==> config.mk <==
export PLATFORM = sky130hd
export DESIGN_NAME = rr_enable_arbiter
export DESIGN_NICKNAME = d
export VERILOG_FILES = /design/src/rtl/rr_enable_arbiter.sv
export SDC_FILE = /design/constraint.sdc
export NUM_CORES = 1
export LEC_CHECK = 0
export CAP_MARGIN = 10
export CELL_PAD_IN_SITES_DETAIL_PLACEMENT = 1
export CELL_PAD_IN_SITES_GLOBAL_PLACEMENT = 1
export CORE_ASPECT_RATIO = 1.2
export CORE_MARGIN = 1
export CORE_UTILIZATION = 25
export CTS_BUF_LIST = sky130_fd_sc_hd__clkbuf_4
export DETAILED_ROUTE_END_ITERATION = 7
export PLACE_DENSITY_LB_ADDON = 0.1
export SETUP_SLACK_MARGIN = 0.15
export SLEW_MARGIN = 20
export SYNTH_ARGS = -nofsm -noshare
export SYNTH_HDL_FRONTEND = slang
export SYNTH_SLANG_ARGS = --single-unit
==> constraint.sdc <==
create_clock -name C -period 3.4 [get_ports C]
set_input_delay 0.68 -clock C [delete_from_list [all_inputs] [get_ports C]]
set_output_delay 0.68 -clock C [all_outputs]
set_load 0.02 [all_outputs]
==> src/rtl/rr_enable_arbiter.sv <==
// rr_enable_arbiter: four-way round-robin arbiter with lockable hold that loads the owner's data into a shared register
module rr_enable_arbiter #(
    parameter int WIDTH    = 8,
    parameter int MAX_HOLD = 4
) (
    input  logic               C,
    input  logic               R,
    input  logic [3:0]         REQ,
    input  logic [3:0]         LOCK,
    input  logic [4*WIDTH-1:0] D,
    output logic [3:0]         GNT,
    output logic [WIDTH-1:0]   Q,
    output logic               E,
    output logic [1:0]         OWNER,
    output logic               BUSY
);
    typedef enum logic {IDLE, OWNED} state_t;
    localparam logic [3:0] HLIM = 4'(MAX_HOLD - 1);
    state_t           r_state, w_state_nx;
    logic [1:0]       r_ptr, r_owner, w_base, w_win;
    logic [3:0]       r_hcnt, r_gnt;
    logic [WIDTH-1:0] r_q;
    logic             w_any, w_hold;
    assign w_any  = |REQ;
    assign w_hold = r_state == OWNED && REQ[r_owner] && LOCK[r_owner] && r_hcnt < HLIM;
    // a releasing owner searches from just past itself, otherwise from the stored pointer
    assign w_base = r_state == OWNED ? r_owner + 2'd1 : r_ptr;
    // first requester at or after w_base, wrapping 3->0
    always_comb begin
        w_win = w_base;
        for (int k = 3; k >= 0; k--)
            if (REQ[w_base + 2'(k)]) w_win = w_base + 2'(k);
    end
    // any pending request keeps or puts the arbiter in OWNED (a hold implies a request)
    always_comb begin
        w_state_nx = w_any ? OWNED : IDLE;
    end
    // state register
    always_ff @(posedge C or posedge R) begin
        if (R) r_state <= IDLE;
        else   r_state <= w_state_nx;
    end
    // hold extends the current grant; otherwise release and re-arbitrate on the same edge
    always_ff @(posedge C or posedge R) begin
        if (R) begin
            r_ptr   <= '0;
            r_owner <= '0;
            r_hcnt  <= '0;
            r_gnt   <= '0;
            r_q     <= '0;
        end else if (w_hold) begin
            r_q    <= D[r_owner*WIDTH +: WIDTH];
            r_hcnt <= r_hcnt + 4'd1;
        end else begin
            if (r_state == OWNED) r_ptr <= r_owner + 2'd1;
            if (w_any) begin
                r_gnt   <= 4'b0001 << w_win;
                r_owner <= w_win;
                r_q     <= D[w_win*WIDTH +: WIDTH];
                r_hcnt  <= '0;
            end else begin
                r_gnt <= '0;
            end
        end
    end
    assign GNT   = r_gnt;
    assign Q     = r_q;
    assign E     = |r_gnt;
    assign OWNER = r_owner;
    assign BUSY  = r_state == OWNED;
endmodule

==> results of run 1 <==
-- registers in the layout, summed over array words and instances (netlist names) --
| signal | count |
|---|---|
| r_hcnt | 4 |
| BUSY | 1 |
| Q | 8 |
| GNT | 4 |
| r_ptr | 2 |
| OWNER | 2 |
-- worst max-delay path by stage --
stage	start	endpoint	cells after the start
floorplan	LOCK[0]	Q[2]	8
global placement	REQ[0]	Q[2]	8
detailed placement	REQ[0]	Q[2]	8
global route	REQ[0]	Q[0]	8
finish	REQ[0]	Q[2]	8
CTS	REQ[0]	Q[2]	8
-- report_power, final --
part	internal (mW)	switching (mW)
registers	0.358	0.124
clock network	0.0537	0.0773
logic	0.539	0.547
-- routing by layer --
metal,vias up,track usage [%]
met5,-,0
met4,0,4.36
met3,2,2.78
met2,39,26.8
met1,608,17.3
li1,621,-
-- kinds of logic after synthesis --
| logic type | count (synthesis) | synth area share, % |
|---|---|---|
| simple gates | 45 | 18.1 |
| compound gates | 41 | 25.6 |
| flops | 21 | 37.5 |
| buf+inv | 20 | 7.86 |
| mux | 10 | 8.76 |
| xor+xnor | 1 | 1.16 |
| fa+ha+maj | 1 | 0.894 |
-- layout make-up --
class	instances	area, um2	area share, %
clock buffer	4	30.0	1.48
inverter	12	45.0	2.21
multi-input combinational	98	764	37.6
sequential	21	526	25.8
tap	62	77.6	3.81
timing repair buffer	60	593	29.1
-- synthesized netlist by cell type (2+ instances only) --
library cell  instances  area (um2)
nor3_1                2        10.0
a22o_1                3        26.3
o311a_1               2        20.0
nor2b_1               3        18.8
nand3_1               2        10.0
a22oi_1               7        52.6
dfrtp_1              21         526
inv_1                11        41.3
or4_1                 2        15.0
o211ai_1              8        60.1
nand3b_1              2        15.0
o21ai_0               4        20.0
buf_6                 3        33.8
nor2_1                5        18.8
o31ai_1               3        22.5
mux2_2                8        90.1
buf_4                 3        22.5
and3b_1               2        17.5
and2_1                3        18.8
and3_1                2        12.5
nand2_1              15        56.3
o21a_1                2        15.0
-- worst max-delay path, cell delays in order --
cell	delay [ps]
clkdlybuf4s50_1	580
inv_2	100
o311a_1	330
or4_1	630
mux2i_4	210
and2_1	350
a21oi_1	120
o211a_1	120
-- through the flow --
step	power [mW]	util, %	instance area, um2	hold slack (ps)	setup WS (ps)
detailed placement	1.59	37.6	2010	503	164
global route	1.83	38.2	2040	553	384
CTS	1.73	38.2	2040	533	504
floorplan	1.24	-	1400	468	938
finish	1.70	38.2	2040	523	488
global placement	1.55	37.6	2010	486	185
==> flow_summary_export.csv, run 1 <==
group,metric,value,unit
sta,max_slew.worst_pin.slew,841,ps
route,firstDrtPassIters,4,
finish,final_nets,239,
yosys,yosysSeqAreaShare,37.5,%
yosys,synth_top_flop_cell,"dfrtp_1",
clock_network,clockRootBuffer,"clkbuf_4",
clock_network,post_cts_buffers,0,
global_routing,antenna_found_initial,0,
yosys,synth_cell_types,48,
global_routing,grt.total_usage,14.8,%
die,initial_core_util,26.2,%
yosys,yosys_warnings,0,
die,rows,29,
critical_path,cp_max_fo,8,
yosys,synth-seq-cells,21,
finish,layout-drive-gt1-share,13.3,%
route,wl_per_cell,16.2,um
place,dpl.hpwl,3.25,mm
critical_path,endpoint_kind,"flip-flop",
yosys,syn-cell-area,0.00140,mm2
route,routed-wl-met3,219,um
sta,finClkSkew,5.72,ps
place,portBuffers,57,
yosys,synth-edff-count,0,
sta,period_needed,2910,ps
global_routing,grt_pass1_wl,6.91,mm
route,drt-total-wl,4.15,mm
critical_path,timing.rr.start,"OWNER[0]",
finish,antennaDiodeCount,0,
sta,max_freq,343,MHz
finish,final_common_cell,"clkdlybuf4s50_1",
hold_path,holdPathEnd,"r_hcnt[3]",
pwr,cellPowerDensity,834,mW/mm2
sta,final_max_slew_viol_count,0,
die,die-area,0.00591,mm2
route,first_iter_violations,51,
critical_path,r2r_end,"Q[2]",
route,via_per_inst,4.94,
hold_path,hp-class,"flip-flop to flip-flop",
global_routing,grt_pass1_vias,1431,
clock_network,clk_pin_slew,120,ps
clock_network,cts_resized,0,
yosys,synthArstFlopShare,100,%
route,drcViolationCount,0,
die,ios,58,
critical_path,reg2reg_depth,6,
yosys,synth_area_per_cell,10.1,um2
sta,finalSetupTns,0,ps
critical_path,crit_type,"primary input to flip-flop",
global_routing,overflow,0,
clock_network,ctsHoldBuffers,0,
die,die_y,84.0,um
clock_network,cts_buffers,3,
critical_path,crit_arrival,3120,ps
critical_path,cp-start-kind,"primary input",
sta,rsz0062_at_grt,"false",
clock_network,clk_path_buf_depth,2,
run_status,run_status,"finished, final reports clean",
pwr,worst_ir_drop_vdd,0.000279,V
yosys,postSynthCellCount,139,
route,top_layer,"met4",
flow_run,max-cap-violations,0,
clock_network,cts_tree,"yes",
pwr,power_leakage,0.844,nW
critical_path,reg2reg_slack,660,ps
route,vias,1270,
clock_network,h-tree-depth,1,
critical_path,required,3610,ps
route,routed-wl-met2,2.13,mm
sta,hold_viol_final,0,
route,ant_nets,0,
clock_network,cts_sinks,21,
finish,fin_cells,257,
global_routing,grt_max_degree,22,
finish,syn_to_final_growth,45.4,%
hold_path,holdPathStages,1,
die,die_x,70.3,um
route,wl_met1,1.77,mm
clock_network,clk_latency,300,ps
place,placed_cells,253,
finish,mostFrequentLayoutCells,"clkdlybuf4s50_1 (57), dfrtp_1 (21), nand2_1 (15), inv_1 (11)",
sta,period_share,85.6,%
die,core-area,0.00533,mm2
finish,fillers,593,
yosys,synth_nets,182,
sta,relSlewSlack,43.9,%
sta,setup_viol_count_final,0,
place,gp_congestion,0.714,
hold_path,hold_start,"r_hcnt[3]",
Note: power is estimated with default switching activity, not from simulation.
==> run 2, diff against run 1 <==
Settings changed: CORE_ASPECT_RATIO 1.2 to not set.
==> run 2 against run 1 <==
  * Final area is 0.61% higher
  * Count of clock-buffer cells in the layout is 1 lower
  * Total power is 0.71% lower
  * Core utilization is 0.94 points higher
  * Clock skew is 3.7 ps higher
  * Sequential share of layout area is 0.16 points lower
  * Clock power is 4% lower
  * Worst hold slack better by 1.8 ps
  * Wire length is 3.1% lower
  * Die area hardly changed
  * Sequential power hardly changed
  * Cell count is 3.1% higher
  * Critical path type unchanged
==> flow_summary_export.csv, run 2 (synthesis gave the netlist of run 1 again) <==
group,metric,value,unit
die,die_x,76.8,um
hold_path,holdPathStages,1,
clock_network,cts_resized,0,
clock_network,h-tree-depth,1,
clock_network,ctsHoldBuffers,0,
sta,max_freq,346,MHz
critical_path,crit_arrival,3110,ps
critical_path,cp-start-kind,"primary input",
critical_path,required,3620,ps
route,via_per_inst,4.88,
sta,relSlewSlack,45.5,%
finish,final_area,0.00205,mm2
die,ios,58,
critical_path,path_depth,7,
global_routing,antenna_found_initial,0,
sta,max_slew.worst_pin.slew,816,ps
die,initial_core_util,26.7,%
critical_path,crit_type,"primary input to flip-flop",
finish,final_common_cell,"clkdlybuf4s50_1",
die,die-area,0.00590,mm2
finish,antennaDiodeCount,0,
finish,mostFrequentLayoutCells,"clkdlybuf4s50_1 (57), dfrtp_1 (21), nand2_1 (15), inv_1 (11)",
clock_network,post_cts_buffers,0,
global_routing,overflow,0,
clock_network,clk_latency,310,ps
finish,final_nets,239,
die,core-area,0.00524,mm2
clock_network,cts_sinks,21,
clock_network,clockRootBuffer,"clkbuf_4",
pwr,power_leakage,0.845,nW
pwr,totalPowerFinal,1.69,mW
flow_run,max-cap-violations,0,
sta,finClkSkew,9.37,ps
hold_path,hp-class,"flip-flop to flip-flop",
critical_path,reg2reg_depth,6,
place,gp_congestion,0.827,
sta,finalSetupTns,0,ps
critical_path,reg2reg_slack,680,ps
critical_path,path_buf_inv,1,
die,die_y,76.8,um
sta,final_max_slew_viol_count,0,
route,first_iter_violations,39,
place,placed_cells,261,
place,placed_area,0.00202,mm2
critical_path,crit_chain,"clkdlybuf4s50_1 -> and3b_1 -> a311o_1 -> and3_1 -> o2bb2ai_4 -> or3_1 -> o211a_1",
route,wl_per_cell,15.2,um
run_status,run_status,"finished, final reports clean",
global_routing,grt_pass1_vias,1412,
finish,multi_input_area,769,um2
pwr,cellPowerDensity,823,mW/mm2
finish,layout-drive-gt1-share,13.8,%
finish,fillers,606,
finish,largest_reg_flops,8,
critical_path,crit_slowest_cell,"or3_1",
global_routing,grt_pass1_wl,6.90,mm
die,rows,26,
critical_path,critPathMaxStageDelay,560,ps
global_routing,grt_max_degree,22,
sta,rsz0062_at_grt,"false",
clock_network,clk_path_buf_depth,2,
clock_network,clk_pin_slew,130,ps
critical_path,cpLargestDelayFamily,"simple AND/OR/NAND/NOR gates",
route,vias,1292,
critical_path,endpoint_kind,"flip-flop",
route,ant_nets,0,
route,firstDrtPassIters,4,
pwr,worst_ir_drop_vdd,0.000277,V
sta,period_share,85.0,%
route,drcViolationCount,0,
sta,hold_viol_final,0,
clock_network,cts_tree,"yes",
finish,syn_to_final_growth,46.3,%
global_routing,grt.total_usage,14.6,%
route,drt-total-wl,4.03,mm
place,portBuffers,57,
place,dpl.hpwl,3.16,mm
clock_network,cts_buffers,3,
sta,period_needed,2890,ps
finish,fin_cells,265,
finish,seq_area,526,um2
sta,setup_viol_count_final,0,
critical_path,cp_max_fo,10,
==> run 2: worst paths after layout <==
check / from / to
setup reg to reg: OWNER[0] / Q[2]
setup / recovery: REQ[0] / Q[2]
max in group asynchronous: R / Q[0]
hold reg to reg: r_hcnt[3] / r_hcnt[3]
min in group asynchronous: R / Q[2]
hold / removal: r_hcnt[3] / r_hcnt[3]
==> run 2: area by class of cell <==
class	instances	share of cell area (%)
Clock buffer	3	1.10
Clock inverter	1	0.244
Inverter	12	2.20
Multi-Input combinational cell	98	37.6
Sequential cell	21	25.7
Tap cell	70	4.28
Timing Repair Buffer	60	29.0
==> run 2: stage by stage <==
step / hold slack (ps) / utilization [%] / worst slack (ps)
floorplan: 468 / - / 938
global placement: 486 / 38.6 / 221
detailed placement: 498 / 38.6 / 148
CTS: 532 / 39.1 / 493
global route: 546 / 39.1 / 417
finish: 525 / 39.1 / 510
==> run 2: where the power goes <==
group	internal [mW]	total [mW]	switching [mW]	leakage, nW
Combinational	0.539	1.08	0.542	0.569
Clock	0.0439	0.126	0.0826	0.0177
Sequential	0.358	0.478	0.121	0.258
Total	0.940	1.69	0.746	0.845
==> run 2: per-layer routing <==
layer	vias up	share of wire [%]	track usage, %
met2	53	48	25.2
met3	6	6.0	2.98
met5	-	0	0
met1	616	45	17.7
met4	0	1.5	5.19
li1	617	-	-
